$ cat src/rtl/mmc1_serial_loader.sv
// MMC1 serial port loader: collects five D0 bits written to cartridge ROM space
// and commits them as one 5-bit value to the register picked by the fifth write's address.
module mmc1_serial_loader #(
    parameter bit FILTER_CONSECUTIVE = 1'b1,
    parameter bit RESET_ON_D7        = 1'b1
) (
    input  logic       CPU_M2,
    input  logic       nRESET,
    input  logic       nCPU_ROMSEL,
    input  logic       nCPU_RW,
    input  logic       CPU_A14,
    input  logic       CPU_A13,
    input  logic       CPU_D0,
    input  logic       CPU_D7,
    output logic       oREG_WE,
    output logic [1:0] oREG_SEL,
    output logic [4:0] oREG_DATA,
    output logic       oCTRL_FIX,
    output logic [2:0] oSHIFT_CNT
);

    logic [2:0] count_r;
    logic [3:0] shift_r;
    logic       wr_prev_r;
    logic       reg_we_r;
    logic       ctrl_fix_r;
    logic [1:0] reg_sel_r;
    logic [4:0] reg_data_r;

    logic       wr_det_s;
    logic       accept_s;
    logic [2:0] count_s;
    logic [3:0] shift_s;
    logic       reg_we_s;
    logic       ctrl_fix_s;
    logic [1:0] reg_sel_s;
    logic [4:0] reg_data_s;

    // Write detection, consecutive-write filter and next-state of the shift sequence.
    always_comb begin
        wr_det_s   = (nCPU_ROMSEL == 1'b0) && (nCPU_RW == 1'b0);
        accept_s   = wr_det_s && ((FILTER_CONSECUTIVE == 1'b0) || (wr_prev_r == 1'b0));
        count_s    = count_r;
        shift_s    = shift_r;
        reg_we_s   = 1'b0;
        ctrl_fix_s = 1'b0;
        reg_sel_s  = reg_sel_r;
        reg_data_s = reg_data_r;
        if (accept_s) begin
            if ((RESET_ON_D7 == 1'b1) && (CPU_D7 == 1'b1)) begin
                count_s    = 3'd0;
                shift_s    = 4'd0;
                ctrl_fix_s = 1'b1;
            end else if (count_r >= 3'd4) begin
                // Fifth bit goes straight to the output; it is never stored in shift_r.
                reg_data_s = {CPU_D0, shift_r};
                reg_sel_s  = {CPU_A14, CPU_A13};
                reg_we_s   = 1'b1;
                count_s    = 3'd0;
                shift_s    = 4'd0;
            end else begin
                shift_s[count_r[1:0]] = CPU_D0;
                count_s               = count_r + 3'd1;
            end
        end else begin
            count_s = count_r;
        end
    end

    // State and output registers, updated on the falling edge of M2.
    always_ff @(negedge CPU_M2 or negedge nRESET) begin
        if (!nRESET) begin
            count_r    <= 3'd0;
            shift_r    <= 4'd0;
            wr_prev_r  <= 1'b0;
            reg_we_r   <= 1'b0;
            ctrl_fix_r <= 1'b0;
            reg_sel_r  <= 2'd0;
            reg_data_r <= 5'd0;
        end else begin
            count_r    <= count_s;
            shift_r    <= shift_s;
            wr_prev_r  <= wr_det_s;
            reg_we_r   <= reg_we_s;
            ctrl_fix_r <= ctrl_fix_s;
            reg_sel_r  <= reg_sel_s;
            reg_data_r <= reg_data_s;
        end
    end

    assign oREG_WE    = reg_we_r;
    assign oREG_SEL   = reg_sel_r;
    assign oREG_DATA  = reg_data_r;
    assign oCTRL_FIX  = ctrl_fix_r;
    assign oSHIFT_CNT = count_r;

endmodule

$ cat config.mk
export PLATFORM = sky130hd
export DESIGN_NAME = mmc1_serial_loader
export DESIGN_NICKNAME = d
export VERILOG_FILES = /design/src/rtl/mmc1_serial_loader.sv
export SDC_FILE = /design/constraint.sdc
export NUM_CORES = 1
export LEC_CHECK = 0
export CORE_MARGIN = 8
export CORE_UTILIZATION = 37
export DETAILED_ROUTE_END_ITERATION = 8
export HOLD_SLACK_MARGIN = 0.02
export MAX_ROUTING_LAYER = met4
export PLACE_DENSITY = 0.73
export SYNTH_ARGS = -nofsm -noshare
export SYNTH_HDL_FRONTEND = slang
export SYNTH_SLANG_ARGS = --single-unit
export TNS_END_PERCENT = 50
$ cat constraint.sdc
create_clock -name CPU_M2 -period 1.3 [get_ports CPU_M2]
set_input_delay 0.195 -clock CPU_M2 [delete_from_list [all_inputs] [get_ports CPU_M2]]
set_output_delay 0.195 -clock CPU_M2 [all_outputs]
set_load 0.02 [all_outputs]
==> results of run 1 <==
worst min path at each step:
stage | start | to
2_1_floorplan | shift_r[0] | shift_r[0]
3_3_place_gp | shift_r[0] | shift_r[0]
3_5_place_dp | oREG_SEL[0] | oREG_SEL[0]
4_1_cts | shift_r[1] | shift_r[1]
5_1_grt | shift_r[1] | shift_r[1]
6_report | shift_r[1] | shift_r[1]
through the flow:
stage / TNS [ns] / hold WS, ns
6_report: -6.51 / 0.459
3_3_place_gp: -20.03 / 0.444
5_1_grt: -7.47 / 0.476
4_1_cts: -6.71 / 0.464
3_5_place_dp: -20.42 / 0.453
2_1_floorplan: -4.81 / 0.423
area by class of cell:
class / count / area share (%)
tap: 27 / 3.05
inverter: 3 / 1.02
multi-input combinational: 34 / 27.6
clock buffer: 4 / 2.37
timing repair buffer: 29 / 27.6
sequential: 17 / 38.4
sequential cells by signal, indices dropped and copies added (netlist names):
name	flops
oREG_DATA	5
oSHIFT_CNT	3
oCTRL_FIX	1
oREG_WE	1
shift_r	4
oREG_SEL	2
wr_prev_r	1
cells in the mapped netlist:
master / count
inv_1: 3
buf_2: 1
nand2_1: 2
dfrtn_1: 17
and2_1: 1
nor2_1: 2
ha_1: 4
or3_1: 1
nand3b_4: 1
or2_2: 1
nor3_4: 1
o21ai_0: 6
nand3_1: 3
mux2_2: 7
and3_1: 1
a22o_1: 4
routing by layer:
layer | GRT usage [%] | routed length (um)
met1 | 9.51 | 594
met2 | 16.8 | 801
met3 | 2.37 | 86
met4 | 6.12 | 25
met5 | - | 0
kinds of logic (layout without fill, tap and decap cells):
kind of cell	Yosys count	after routing	share of synthesized area (%)
flip-flops	17	17	58.5
AO/OA/AOI/OAI	10	10	8.95
AND/OR/NAND/NOR	13	13	12.6
multiplexers	7	7	10.8
buffers and inverters	4	36	2.24
adder cells (fa/ha/maj)	4	4	6.88
what timing repair did:
| item | 4_1_cts | 5_1_grt |
|---|---|---|
| pin swaps | 6 | 2 |
| endpoints found under the setup margin | 29 | 26 |
| hold buffers | 0 | 0 |
| buffers inserted | 1 | 0 |
| gates resized for setup | 100 | 1 |
power by group:
part / total (mW) / switching [mW] / internal (mW) / leakage [nW]
registers: 0.639 / 0.0420 / 0.597 / 0.231
logic: 0.400 / 0.184 / 0.216 / 0.336
clock network: 0.271 / 0.152 / 0.119 / 0.0150
==> impl_metrics.json, run 1 <==
{
  "outcome": "finished with violations",
  "violations": "negative setup slack",
  "drt_iter0_drc": 9,
  "post-place-ws_ns": -0.904,
  "cts_tree": "yes",
  "crit_path_cell_trace": "buf_6",
  "whs_path_depth": 1,
  "port_buffers": 19,
  "clkSinkCount": 17,
  "cp-startpoint": "oSHIFT_CNT[1]",
  "grt_setup_unrepaired": "true",
  "yosysTopAreaCellShare_pct": 58.5,
  "crit_family": "flip-flops",
  "overflow": 0,
  "drive_gt1_share_pct": 48.3,
  "syn_nets": 67,
  "slowest_stage": "dfrtn_1",
  "cp-end-kind": "primary output",
  "coreArea_mm2": 0.00190,
  "antenna_found_initial": 0,
  "htree_levels": 1,
  "layout_commonest_cell": "dfrtn_1",
  "cp_num_buf_inv": 1,
  "fin_util_pct": 58.2,
  "grt_pass1_vias": 569,
  "yosys-top-cells-area": "dfrtn_1 (59%), mux2_2 (11%), ha_1 (6.9%), a22o_1 (4.8%), o21ai_0 (4.1%)",
  "die_x_um": 60.3,
  "start_util_pct": 38.2,
  "path_max_fanout": 2,
  "ff_latch_area_um2": 425,
  "track_usage_pct": 9.71,
  "layout_setup_ws_ns": -0.402,
  "antennaDiodeCount": 0,
  "slew_headroom_pct": 86.0,
  "drt-total-wl_um": 1510,
  "power_density_mw_per_mm2": 1180,
  "p_leak_nw": 0.582,
  "cts-root-buf": "clkbuf_4",
  "syn_to_final_growth_pct": 52.3,
  "grt_pass1_wl_um": 2530,
  "final_area_mm2": 0.00111,
  "ys_warn_count": 0,
  "syn-cell-area_um2": 727,
  "r2r_slack_ns": 0.03,
  "ctsLongestPathBuffers": 2,
  "rows": 16,
  "drv_cap": 0,
  "tightestPinTransition_ns": 0.210,
  "wl_per_cell_um": 13.2,
  "dp.cells": 109,
  "min_path_type": "register to register",
  "path_class": "register to primary output",
  "ys_types": 16,
  "critPathLaunchType": "register",
  "nFillCells": 166,
  "clkTransAtPathRegs_ns": 0.06,
  "hold_viol": 0,
  "critPathRequiredTime_ns": 1.11,
  "final_max_slew_viol_count": 0,
  "dp_hpwl_um": 1140,
  "place_congestion": 0.699,
  "critPathArrivalTime_ns": 1.51,
  "power.total_mw": 1.31,
  "die_area_mm2": 0.00364,
  "ir_drop_v": 0.000457,
  "final_cell_mix": "dfrtn_1 (17), buf_6 (15), mux2_2 (7), buf_4 (7)",
  "nets": 100,
  "num_vias": 531,
  "endpoint": "oSHIFT_CNT[1]",
  "synth_area_per_cell_um2": 13.2,
  "path_depth": 1,
  "via_per_inst": 4.66,
  "syn_inst": 55,
  "stdcell_count": 114,
  "final_antenna_net_count": 0,
  "post-route-drc-count": 0,
  "synth-seq-area-share_pct": 58.5,
  "ios": 20,
  "reg2reg_depth": 5,
  "cts_buffers": 3,
  "ys_seq_elements": 17,
  "slowest_delay_ns": 0.45,
  "synth_area_leader_cell": "dfrtn_1",
  "place_area_mm2": 0.00103,
  "dr.pass1.iters": 4,
  "insertion_delay_ns": 0.28,
  "die_height_um": 60.3,
  "reg2reg_from": "oSHIFT_CNT[0]",
  "setup_viol": 26,
  "final.setup_skew_ns": 0.00252,
  "r2r-end": "shift_r[0]",
  "multiInputGateArea_um2": 305,
  "grt_max_degree": 18
}
No activity file was read; power rests on OpenSTA's default activity.
==> run 2, diff against run 1 <==
--- a/config.mk
+++ b/config.mk
@@ -7,6 +7,7 @@
 export LEC_CHECK = 0
 export CORE_MARGIN = 8
 export CORE_UTILIZATION = 37
+export CTS_CLUSTER_SIZE = 8
 export DETAILED_ROUTE_END_ITERATION = 8
 export HOLD_SLACK_MARGIN = 0.02
 export MAX_ROUTING_LAYER = met4
==> results of run 2 <==
No change in the layout: final DEF, timing and power equal those of run 1.
==> run 3, diff against run 2 <==
--- a/config.mk
+++ b/config.mk
@@ -5,7 +5,6 @@
 export SDC_FILE = /design/constraint.sdc
 export NUM_CORES = 1
 export LEC_CHECK = 0
-export CORE_MARGIN = 8
 export CORE_UTILIZATION = 37
 export CTS_CLUSTER_SIZE = 8
 export DETAILED_ROUTE_END_ITERATION = 8
==> run 3 against run 2 <==
The flow still finishes with violations (negative setup slack). Clock power grew 6%. Global-route usage grew 7.0 points. Power grew 2.0%. Hold slack lost 0.011 ns.
==> impl_metrics.json, run 3 (synthesis gave the netlist of run 1 again) <==
{
  "outcome": "finished with violations",
  "violations": "negative setup slack",
  "cp-end-kind": "primary output",
  "rows": 15,
  "start_util_pct": 40.8,
  "htree_levels": 1,
  "ctsLongestPathBuffers": 2,
  "critPathLaunchType": "register",
  "cts_tree": "yes",
  "drt-total-wl_um": 1450,
  "layout_setup_ws_ns": -0.406,
  "insertion_delay_ns": 0.29,
  "ff_latch_area_um2": 425,
  "hp-start": "shift_r[3]",
  "dp_hpwl_um": 1020,
  "power.total_mw": 1.34,
  "ir_drop_v": 0.000672,
  "slew_headroom_pct": 82.6,
  "critPathRequiredTime_ns": 1.11,
  "port_buffers": 19,
  "crit_path_cell_trace": "buf_6",
  "met2_length_um": 717,
  "final_max_slew_viol_count": 0,
  "syn_to_final_growth_pct": 55.2,
  "min_to": "shift_r[3]",
  "path_class": "register to primary output",
  "crit_family": "flip-flops",
  "die_area_mm2": 0.00215,
  "ios": 20,
  "fin_util_pct": 63.3,
  "drt_iter0_drc": 4,
  "path_max_fanout": 2,
  "power_density_mw_per_mm2": 1180,
  "dr.max_layer_used": "met4",
  "wl_per_cell_um": 12.5,
  "cp_num_buf_inv": 1,
  "min_path_type": "register to register",
  "die_x_um": 46.3,
  "hold_viol": 0,
  "num_vias": 544,
  "setup_viol": 26,
  "final_cell_mix": "dfrtn_1 (17), buf_6 (14), buf_4 (11)",
  "critPathArrivalTime_ns": 1.51,
  "clkTransAtPathRegs_ns": 0.07,
  "slowest_delay_ns": 0.44,
  "clkSinkCount": 17,
  "cts_buffers": 3,
  "multiInputGateArea_um2": 305,
  "grt_max_degree": 18,
  "wl_met1_um": 635,
  "p_leak_nw": 0.607,
  "grt_pass1_wl_um": 2340,
  "post-route-drc-count": 0,
  "largest_reg_flops": 5,
  "drive_gt1_share_pct": 50.5,
  "antennaDiodeCount": 0,
  "r2r_slack_ns": -0.08,
  "overflow": 0,
  "nFillCells": 148,
  "nets": 104,
  "via_per_inst": 4.69,
  "grt_pass1_vias": 530,
  "coreArea_mm2": 0.00178,
  "ctsHoldBuffers": 0,
  "dr.pass1.iters": 4,
  "r2r-end": "shift_r[0]",
  "die_height_um": 46.3,
  "cts-root-buf": "clkbuf_4",
  "slowest_stage": "dfrtn_1",
  "post-place-ws_ns": -0.942,
  "tightestPinTransition_ns": 0.260,
  "reg2reg_from": "oSHIFT_CNT[0]",
  "grt_setup_unrepaired": "true",
  "place_congestion": 0.748,
  "drv_cap": 0,
  "layout_commonest_cell": "dfrtn_1",
  "final.setup_skew_ns": 0.00332,
  "route.met3.wl_um": 73,
  "whs_path_depth": 1,
  "final_antenna_net_count": 0,
  "reg2reg_depth": 6,
  "antenna_found_initial": 0,
  "track_usage_pct": 16.7
}
==> run 3: cell count changes in the layout (fill, tap and decap cells not counted), sizes merged <==
| cell | delta |
|---|---|
| buf | +4 |
| clkdlybuf4s15 | -1 |
| clkinv | +1 |
| clkbuf | -1 |
| dlygate4sd2 | +1 |
==> run 3: how the worst max path moves through the flow <==
stage             startpoint            end  cells past startpoint
2_1_floorplan        nCPU_RW   oREG_DATA[0]                      3
5_1_grt        oSHIFT_CNT[2]  oSHIFT_CNT[2]                      1
3_3_place_gp         nCPU_RW   oREG_DATA[2]                      4
6_report       oSHIFT_CNT[1]  oSHIFT_CNT[1]                      1
4_1_cts        oSHIFT_CNT[1]  oSHIFT_CNT[1]                      1
3_5_place_dp         nCPU_RW     shift_r[0]                      5
==> run 3: layout make-up <==
type,instances,share of cell area (%)
Multi-Input combinational cell,34,27.1
Sequential cell,17,37.7
Clock inverter,1,0.443
Tap cell,25,2.77
Inverter,3,0.998
Timing Repair Buffer,33,29.0
Clock buffer,3,2.00
==> run 3: repair_timing <==
action | in CTS | in global routing
buffers inserted | 5 | 1
pin swaps | 4 | 1
resized for setup | 96 | 2
setup endpoints to repair | 29 | 26
==> run 3: layer usage <==
layer	track usage (%)	up-vias
met5	-	-
met4	8.82	0
met3	4.71	2
met2	25.6	17
met1	19.8	258
li1	-	267
==> run 3: per-stage QoR <==
step	cells	hold slack (ns)	cell area [um^2]	TNS [ns]
finish	116	0.448	1130	-7.14
global route	116	0.456	1130	-8.32
CTS	115	0.450	1120	-7.32
detailed placement	106	0.449	1020	-20.27
global placement	106	0.443	1020	-19.76
floorplan	55	0.423	729	-4.81
==> run 3: report_power, final <==
group | internal (mW) | switching [mW] | total (mW)
Clock | 0.114 | 0.172 | 0.287
Sequential | 0.597 | 0.0413 | 0.638
Combinational | 0.228 | 0.185 | 0.412
